--- src/rtl/maze_pkg.sv ---
// Shared types and constants for the maze generator and solver.
//   dir_e        : neighbour direction (LEFT/RIGHT/DOWN/UP, NONE = no move)
//   gen_state_e  : generator sequencing states
//   LFSR_POLY    : Galois feedback taps, x^16+x^14+x^13+x^11+1
//   LFSR_DEFAULT : reset value, also substituted for an all-zero seed
package maze_pkg;

  typedef enum logic [2:0] {
    LEFT  = 3'd0,
    RIGHT = 3'd1,
    DOWN  = 3'd2,
    UP    = 3'd3,
    NONE  = 3'd4
  } dir_e;

  typedef enum logic [2:0] {
    GEN_IDLE,
    GEN_INIT,
    GEN_CARVE,
    GEN_FINISH,
    GEN_DONE
  } gen_state_e;

  localparam logic [15:0] LFSR_POLY    = 16'hB400;
  localparam logic [15:0] LFSR_DEFAULT = 16'hACE1;

  // One right-shifting Galois step.
  function automatic logic [15:0] lfsr_step(input logic [15:0] s);
    return s[0] ? ((s >> 1) ^ LFSR_POLY) : (s >> 1);
  endfunction

endpackage

--- src/rtl/maze_lfsr16.sv ---
// 16-bit Galois LFSR used as the maze generator's random source.
//   clk, rst_n : clock, asynchronous active-low reset (state -> LFSR_DEFAULT)
//   load       : take seed (zero seed replaced by LFSR_DEFAULT); wins over advance
//   seed       : seed value
//   advance    : step the LFSR once
//   state      : current LFSR state
module maze_lfsr16 import maze_pkg::*; (
  input  logic        clk,
  input  logic        rst_n,
  input  logic        load,
  input  logic [15:0] seed,
  input  logic        advance,
  output logic [15:0] state
);

  logic [15:0] state_q, state_d;

  always_comb begin
    state_d = state_q;
    if (load) begin
      state_d = (seed == '0) ? LFSR_DEFAULT : seed;
    end else if (advance) begin
      state_d = lfsr_step(state_q);
    end
  end

  always_ff @(posedge clk or negedge rst_n) begin
    if (!rst_n) begin
      state_q <= LFSR_DEFAULT;
    end else begin
      state_q <= state_d;
    end
  end

  assign state = state_q;

endmodule

--- src/rtl/maze_generator.sv ---
// Random perfect-maze generator (randomized depth-first backtracker).
// maze[row][col], 1 = wall, 0 = open; entrance maze[0][1], exit maze[SIZE-1][SIZE-2].
//   clk, rst_n : clock, asynchronous active-low reset
//   start      : begins a generation when idle or done
//   seed       : LFSR seed, sampled when start is accepted
//   busy       : generation in progress
//   done       : maze complete and stable until the next accepted start
//   maze       : SIZE x SIZE maze array
module maze_generator import maze_pkg::*; #(
  parameter int SIZE = 9,
  parameter int N    = 4,
  parameter int SW   = $clog2(((SIZE - 1) / 2) * ((SIZE - 1) / 2)) + 1
) (
  input  logic                       clk,
  input  logic                       rst_n,
  input  logic                       start,
  input  logic [15:0]                seed,
  output logic                       busy,
  output logic                       done,
  output logic [SIZE-1:0][SIZE-1:0]  maze
);

  localparam int          C     = (SIZE - 1) / 2;
  localparam int unsigned DEPTH = C * C;
  localparam int          CW    = (C > 1) ? $clog2(C) : 1;
  localparam int          AW    = $clog2(C * C);
  localparam logic [AW-1:0] C_A   = AW'(C);
  localparam logic [CW-1:0] C_MAX = CW'(C - 1);

  gen_state_e               state_q, state_d;
  logic                     busy_q, busy_d;
  logic                     done_q, done_d;
  logic [SIZE-1:0][SIZE-1:0] maze_q, maze_d;
  logic [DEPTH-1:0]         visited_q, visited_d;
  logic [2*CW-1:0]          stack_q [DEPTH];
  logic [2*CW-1:0]          stack_d [DEPTH];
  logic [SW-1:0]            sp_q, sp_d;

  logic [15:0]   lfsr_state;
  logic          lfsr_load, lfsr_adv;
  logic          lfsr_unused;

  logic [AW-1:0]   top_ptr, cur_idx, n_idx;
  logic [2*CW-1:0] top;
  logic [CW-1:0]   cx, cy, nx, ny;
  logic [3:0]      mask;
  logic [1:0]      pick;
  logic            found;
  dir_e            dir_sel;
  logic [N-1:0]    row, col, wr, wc, nr, nc;

  maze_lfsr16 u_lfsr (
    .clk     (clk),
    .rst_n   (rst_n),
    .load    (lfsr_load),
    .seed    (seed),
    .advance (lfsr_adv),
    .state   (lfsr_state)
  );

  // Only the two low LFSR bits steer direction choice.
  assign lfsr_unused = ^lfsr_state[15:2];

  always_comb begin
    state_d   = state_q;
    busy_d    = busy_q;
    done_d    = done_q;
    maze_d    = maze_q;
    visited_d = visited_q;
    stack_d   = stack_q;
    sp_d      = sp_q;
    lfsr_load = 1'b0;
    lfsr_adv  = 1'b0;

    // Current cell = top of stack; cell index is cy*C+cx into the visited bitmap.
    top_ptr = AW'(sp_q - 1'b1);
    top     = stack_q[top_ptr];
    cx      = top[CW-1:0];
    cy      = top[2*CW-1:CW];
    cur_idx = AW'(cy) * C_A + AW'(cx);

    // Edge cells never look past the grid boundary.
    mask[0] = (cx != '0)    ? !visited_q[cur_idx - 1'b1] : 1'b0;
    mask[1] = (cx != C_MAX) ? !visited_q[cur_idx + 1'b1] : 1'b0;
    mask[2] = (cy != C_MAX) ? !visited_q[cur_idx + C_A]  : 1'b0;
    mask[3] = (cy != '0)    ? !visited_q[cur_idx - C_A]  : 1'b0;

    // Rotating priority starting at lfsr[1:0].
    found   = 1'b0;
    pick    = '0;
    dir_sel = LEFT;
    for (int unsigned k = 0; k < 4; k++) begin
      pick = lfsr_state[1:0] + 2'(k);
      if (!found && mask[pick]) begin
        found   = 1'b1;
        dir_sel = dir_e'({1'b0, pick});
      end
    end

    row   = N'({cy, 1'b1});
    col   = N'({cx, 1'b1});
    wr    = row;
    wc    = col;
    nr    = row;
    nc    = col;
    nx    = cx;
    ny    = cy;
    n_idx = cur_idx;
    case (dir_sel)
      LEFT:    begin wc = col - 1'b1; nc = col - 2'd2; nx = cx - 1'b1; n_idx = cur_idx - 1'b1; end
      RIGHT:   begin wc = col + 1'b1; nc = col + 2'd2; nx = cx + 1'b1; n_idx = cur_idx + 1'b1; end
      DOWN:    begin wr = row + 1'b1; nr = row + 2'd2; ny = cy + 1'b1; n_idx = cur_idx + C_A;  end
      UP:      begin wr = row - 1'b1; nr = row - 2'd2; ny = cy - 1'b1; n_idx = cur_idx - C_A;  end
      default: ;
    endcase

    case (state_q)
      GEN_IDLE, GEN_DONE: begin
        if (start) begin
          lfsr_load = 1'b1;
          done_d    = 1'b0;
          busy_d    = 1'b1;
          state_d   = GEN_INIT;
        end
      end
      GEN_INIT: begin
        maze_d       = '1;
        maze_d[1][1] = 1'b0;
        visited_d    = '0;
        visited_d[0] = 1'b1;
        stack_d[0]   = '0;
        sp_d         = SW'(1);
        state_d      = GEN_CARVE;
      end
      GEN_CARVE: begin
        lfsr_adv = 1'b1;
        if (found) begin
          maze_d[wr][wc]           = 1'b0;
          maze_d[nr][nc]           = 1'b0;
          visited_d[n_idx]         = 1'b1;
          stack_d[AW'(sp_q)]       = {ny, nx};
          sp_d                     = sp_q + 1'b1;
        end else begin
          sp_d = sp_q - 1'b1;
          if (sp_q == SW'(1)) begin
            state_d = GEN_FINISH;
          end
        end
      end
      GEN_FINISH: begin
        maze_d[0][1]           = 1'b0;
        maze_d[SIZE-1][SIZE-2] = 1'b0;
        busy_d                 = 1'b0;
        done_d                 = 1'b1;
        state_d                = GEN_DONE;
      end
      default: state_d = GEN_IDLE;
    endcase
  end

  always_ff @(posedge clk or negedge rst_n) begin
    if (!rst_n) begin
      state_q   <= GEN_IDLE;
      busy_q    <= 1'b0;
      done_q    <= 1'b0;
      maze_q    <= '1;
      visited_q <= '0;
      sp_q      <= '0;
      for (int unsigned i = 0; i < DEPTH; i++) begin
        stack_q[i] <= '0;
      end
    end else begin
      state_q   <= state_d;
      busy_q    <= busy_d;
      done_q    <= done_d;
      maze_q    <= maze_d;
      visited_q <= visited_d;
      sp_q      <= sp_d;
      stack_q   <= stack_d;
    end
  end

  assign busy = busy_q;
  assign done = done_q;
  assign maze = maze_q;

endmodule

--- config.mk ---
export PLATFORM = sky130hd
export DESIGN_NAME = maze_generator
export DESIGN_NICKNAME = d
export VERILOG_FILES = /design/src/rtl/maze_pkg.sv /design/src/rtl/maze_lfsr16.sv /design/src/rtl/maze_generator.sv
export SDC_FILE = /design/constraint.sdc
export NUM_CORES = 1
export LEC_CHECK = 0
export ABC_AREA = 0
export ABC_CLOCK_PERIOD_IN_PS = 6600
export CAP_MARGIN = 5
export CORE_MARGIN = 2
export CORE_UTILIZATION = 53
export CTS_BUF_LIST = sky130_fd_sc_hd__clkbuf_4 sky130_fd_sc_hd__clkbuf_8
export DETAILED_ROUTE_END_ITERATION = 8
export PLACE_DENSITY = 0.84
export SLEW_MARGIN = 20
export SYNTH_ARGS = -nofsm -noshare
export SYNTH_HDL_FRONTEND = slang
export SYNTH_HIERARCHICAL = 1
export SYNTH_SLANG_ARGS = --single-unit
--- constraint.sdc ---
create_clock -name clk -period 6.6 [get_ports clk]
set_input_delay 1.32 -clock clk [delete_from_list [all_inputs] [get_ports clk]]
set_output_delay 1.32 -clock clk [all_outputs]
set_load 0.03 [all_outputs]
==> results.json <==
{
  "status": "finished clean",
  "hold_path_class": "flip-flop to flip-flop",
  "avgRoutedWirePerCell_microns": 21.1,
  "clock_latency_ns": 0.50,
  "skew_ns": 0.0179,
  "synth_area_leaders": "dfrtp_1 25%, dfstp_2 24%, mux4_2 4.6%",
  "setup_viol": 0,
  "crit_path_top_delay_cell": "ha_1",
  "wl_microns": 25900,
  "diodes": 0,
  "grt_max_degree": 89,
  "grt_pass1_wl_microns": 42400,
  "placementRows": 49,
  "crit_fanout": 22,
  "die_h_microns": 140,
  "place_congestion": 0.973,
  "synth_seq_cells": 187,
  "ys_types": 84,
  "final_cell_mix": "100 x clkdlybuf4s50_1, 98 x dfrtp_1, 93 x nand2_1, 89 x dfstp_2, 55 x o21ai_0",
  "grt_pass1_vias": 7915,
  "top_layer": "met4",
  "drt_iter0_markers": 943,
  "cts-buffers-inserted": 17,
  "synth.area.mux_share": 0.124,
  "syn_inst": 891,
  "crit_type": "flip-flop to flip-flop",
  "synth.avg_cell_area_sq_um": 11.1,
  "firstDrtPassIters": 6,
  "cts-root-buf": "clkbuf_8",
  "synth_xor_area_frac": 0.0131,
  "yosys_warnings": 6,
  "drive_gt1_frac": 0.287,
  "synthesis.nets": 926,
  "grt.overflow.total": 0,
  "coreArea_sq_mm": 0.0181,
  "nets": 1016,
  "fin_crit_sh": 0.948,
  "gr-usage-all-layers": 0.270,
  "ys.flop_type": "dfrtp_1",
  "yosysTopAreaCellShare": 0.249,
  "antenna_found_initial": 0,
  "crit_path_end_kind": "flip-flop",
  "clock_sinks": 187,
  "portBuffers": 101,
  "wl_met1_microns": 10600,
  "synth_edf_count": 0,
  "synth_top_area_cell": "dfrtp_1",
  "drc": 0,
  "synthSimpleGateAreaFrac": 0.140,
  "antenna_left": 0,
  "synth-async-reset-ratio": 1.00,
  "finalHoldViolations": 0,
  "cp_cell_sequence": "inv_1 -> ha_2 -> xor2_4 -> mux4_2 -> a22o_1 -> nor3_4 -> buf_4 -> ha_2 -> xor2_2 -> mux4_2 -> nor3_4 -> a2111oi_2 -> o22ai_4 -> and2_1 -> buf_4 -> ha_1 -> inv_1 -> o21ai_0",
  "hold_buffers": 0,
  "fmax_mhz": 160,
  "drv_slew": 0,
  "max_cap_violations": 0,
  "finalWorstPathRequiredPeriod_ns": 6.26,
  "dp_hpwl_microns": 18000,
  "wl_met2_microns": 12300,
  "route.vias.total": 7992,
  "wl_met3_microns": 2240,
  "timing.slew.headroom": 0.358,
  "required_ns": 7.00,
  "synth_area_sq_mm": 0.00985,
  "initial_core_util": 0.545,
  "cts_buffer_depth": 2,
  "final_common_cell": "clkdlybuf4s50_1",
  "ios": 102,
  "die_area_sq_mm": 0.0197,
  "arrival_ns": 6.66,
  "max_stage_delay_ns": 0.61,
  "die_w_microns": 140,
  "synth-seq-area-share": 0.486,
  "htree_num_levels": 4,
  "cts_tree": "built",
  "worst_pin_slew_ns": 0.962,
  "vias_per_cell": 6.53,
  "synth_compound_area_frac": 0.175,
  "yosys.area_share.adder": 0.0218,
  "tns_ns": 0,
  "synth_top_family_by_area": "compound AO/OA/AOI/OAI gates",
  "path_clk_slew_ns": 0.13,
  "worstSetupStartpointType": "flip-flop",
  "areaGrowthSynthToFinish_pct": 18.2
}
## critical path: cells and delay by family, from the launching register on
| family | cells | cell delay, ns |
|---|---|---|
| buffers and inverters | 4 | 1.21 |
| AOI/OAI and AO/OA | 4 | 1.01 |
| DFF | 1 | 0.50 |
| adders and majority gates | 3 | 1.15 |
| xor gates and xnor gates | 2 | 0.50 |
| and+or+nand+nor | 3 | 0.83 |
| muxes | 2 | 0.94 |
## final cells by class
class | count | area (sq um)
clock inverters | 15 | 234
repair buffers | 129 | 1230
fillers | 1321 | 6440
clock buffers | 17 | 234
inverters | 25 | 96.3
well taps | 229 | 287
flip-flops and latches | 187 | 4790
multi-input cells | 621 | 4780
## final timing paths
kind                           from               to  slack [ns]  cells after the start
max in group asynchronous     rst_n  u_lfsr/state[2]        4.61                      2
max reg2reg                 sp_q[1]      stack_q[40]        0.34                     18
min                        maze[13]         maze[13]        0.48                      2
min in group asynchronous     rst_n      stack_q[25]        0.79                      1
min reg2reg                maze[13]         maze[13]        0.48                      2
max                         sp_q[1]      stack_q[40]        0.34                     18
## layer usage
layer / vias to the layer above / global-route usage
li1: 3516 / -
met1: 3990 / 0.365
met2: 414 / 0.424
met3: 72 / 0.0632
met4: 0 / 0.107
met5: - / 0
## synth_stat cells (all sizes together), types with 7 or more instances
cell type  count
o21ai         55
nand3         17
ha            14
clkbuf        34
o22a           8
mux2i         40
inv           24
or4            7
nand4         10
o31ai         11
nand2         96
a21oi         39
buf           24
and3           7
nor2          38
o32ai         18
dfrtp         98
mux2          33
xnor2          9
mux4          20
or3            8
or2           33
nor4           8
dfstp         89
a31oi         16
nor3          15
o41ai         22
## cells by family (layout without fill, tap and decap cells)
family / count (synthesis) / in the layout
AOI/OAI and AO/OA: 234 / 234
xor gates and xnor gates: 13 / 13
adders and majority gates: 16 / 16
buffers and inverters: 83 / 186
DFF: 187 / 187
muxes: 93 / 93
and+or+nand+nor: 265 / 265
## timing repair
item / 4_1_cts / 5_1_grt
endpoints found under the setup margin: 4 / 42
gates resized for setup: 1 / 12
gates cloned: 0 / 0
setup buffers: 0 / 4
## metrics by stage
step | hold slack, ns | worst slack (ns) | utilization | area [sq um] | std cells
2_1_floorplan | 0.445 | 0.0466 | - | 9860 | 891
3_3_place_gp | 0.454 | 0.271 | 0.611 | 11100 | 1187
3_5_place_dp | 0.455 | 0.0640 | 0.612 | 11100 | 1187
4_1_cts | 0.475 | 0.0973 | 0.638 | 11500 | 1219
5_1_grt | 0.490 | -0.00710 | 0.644 | 11600 | 1223
6_report | 0.476 | 0.340 | 0.644 | 11600 | 1223
## sequential cells by signal, summed over array words and instances (netlist names)
signal,flops
busy,1
done,1
maze,81
sp_q,5
stack_q,64
state_q,3
u_lfsr/state,16
visited_q,16
Power is left out: the tool's default activity adds up to more than one toggle a clock period on the data nets, which glitch-free logic cannot reach.
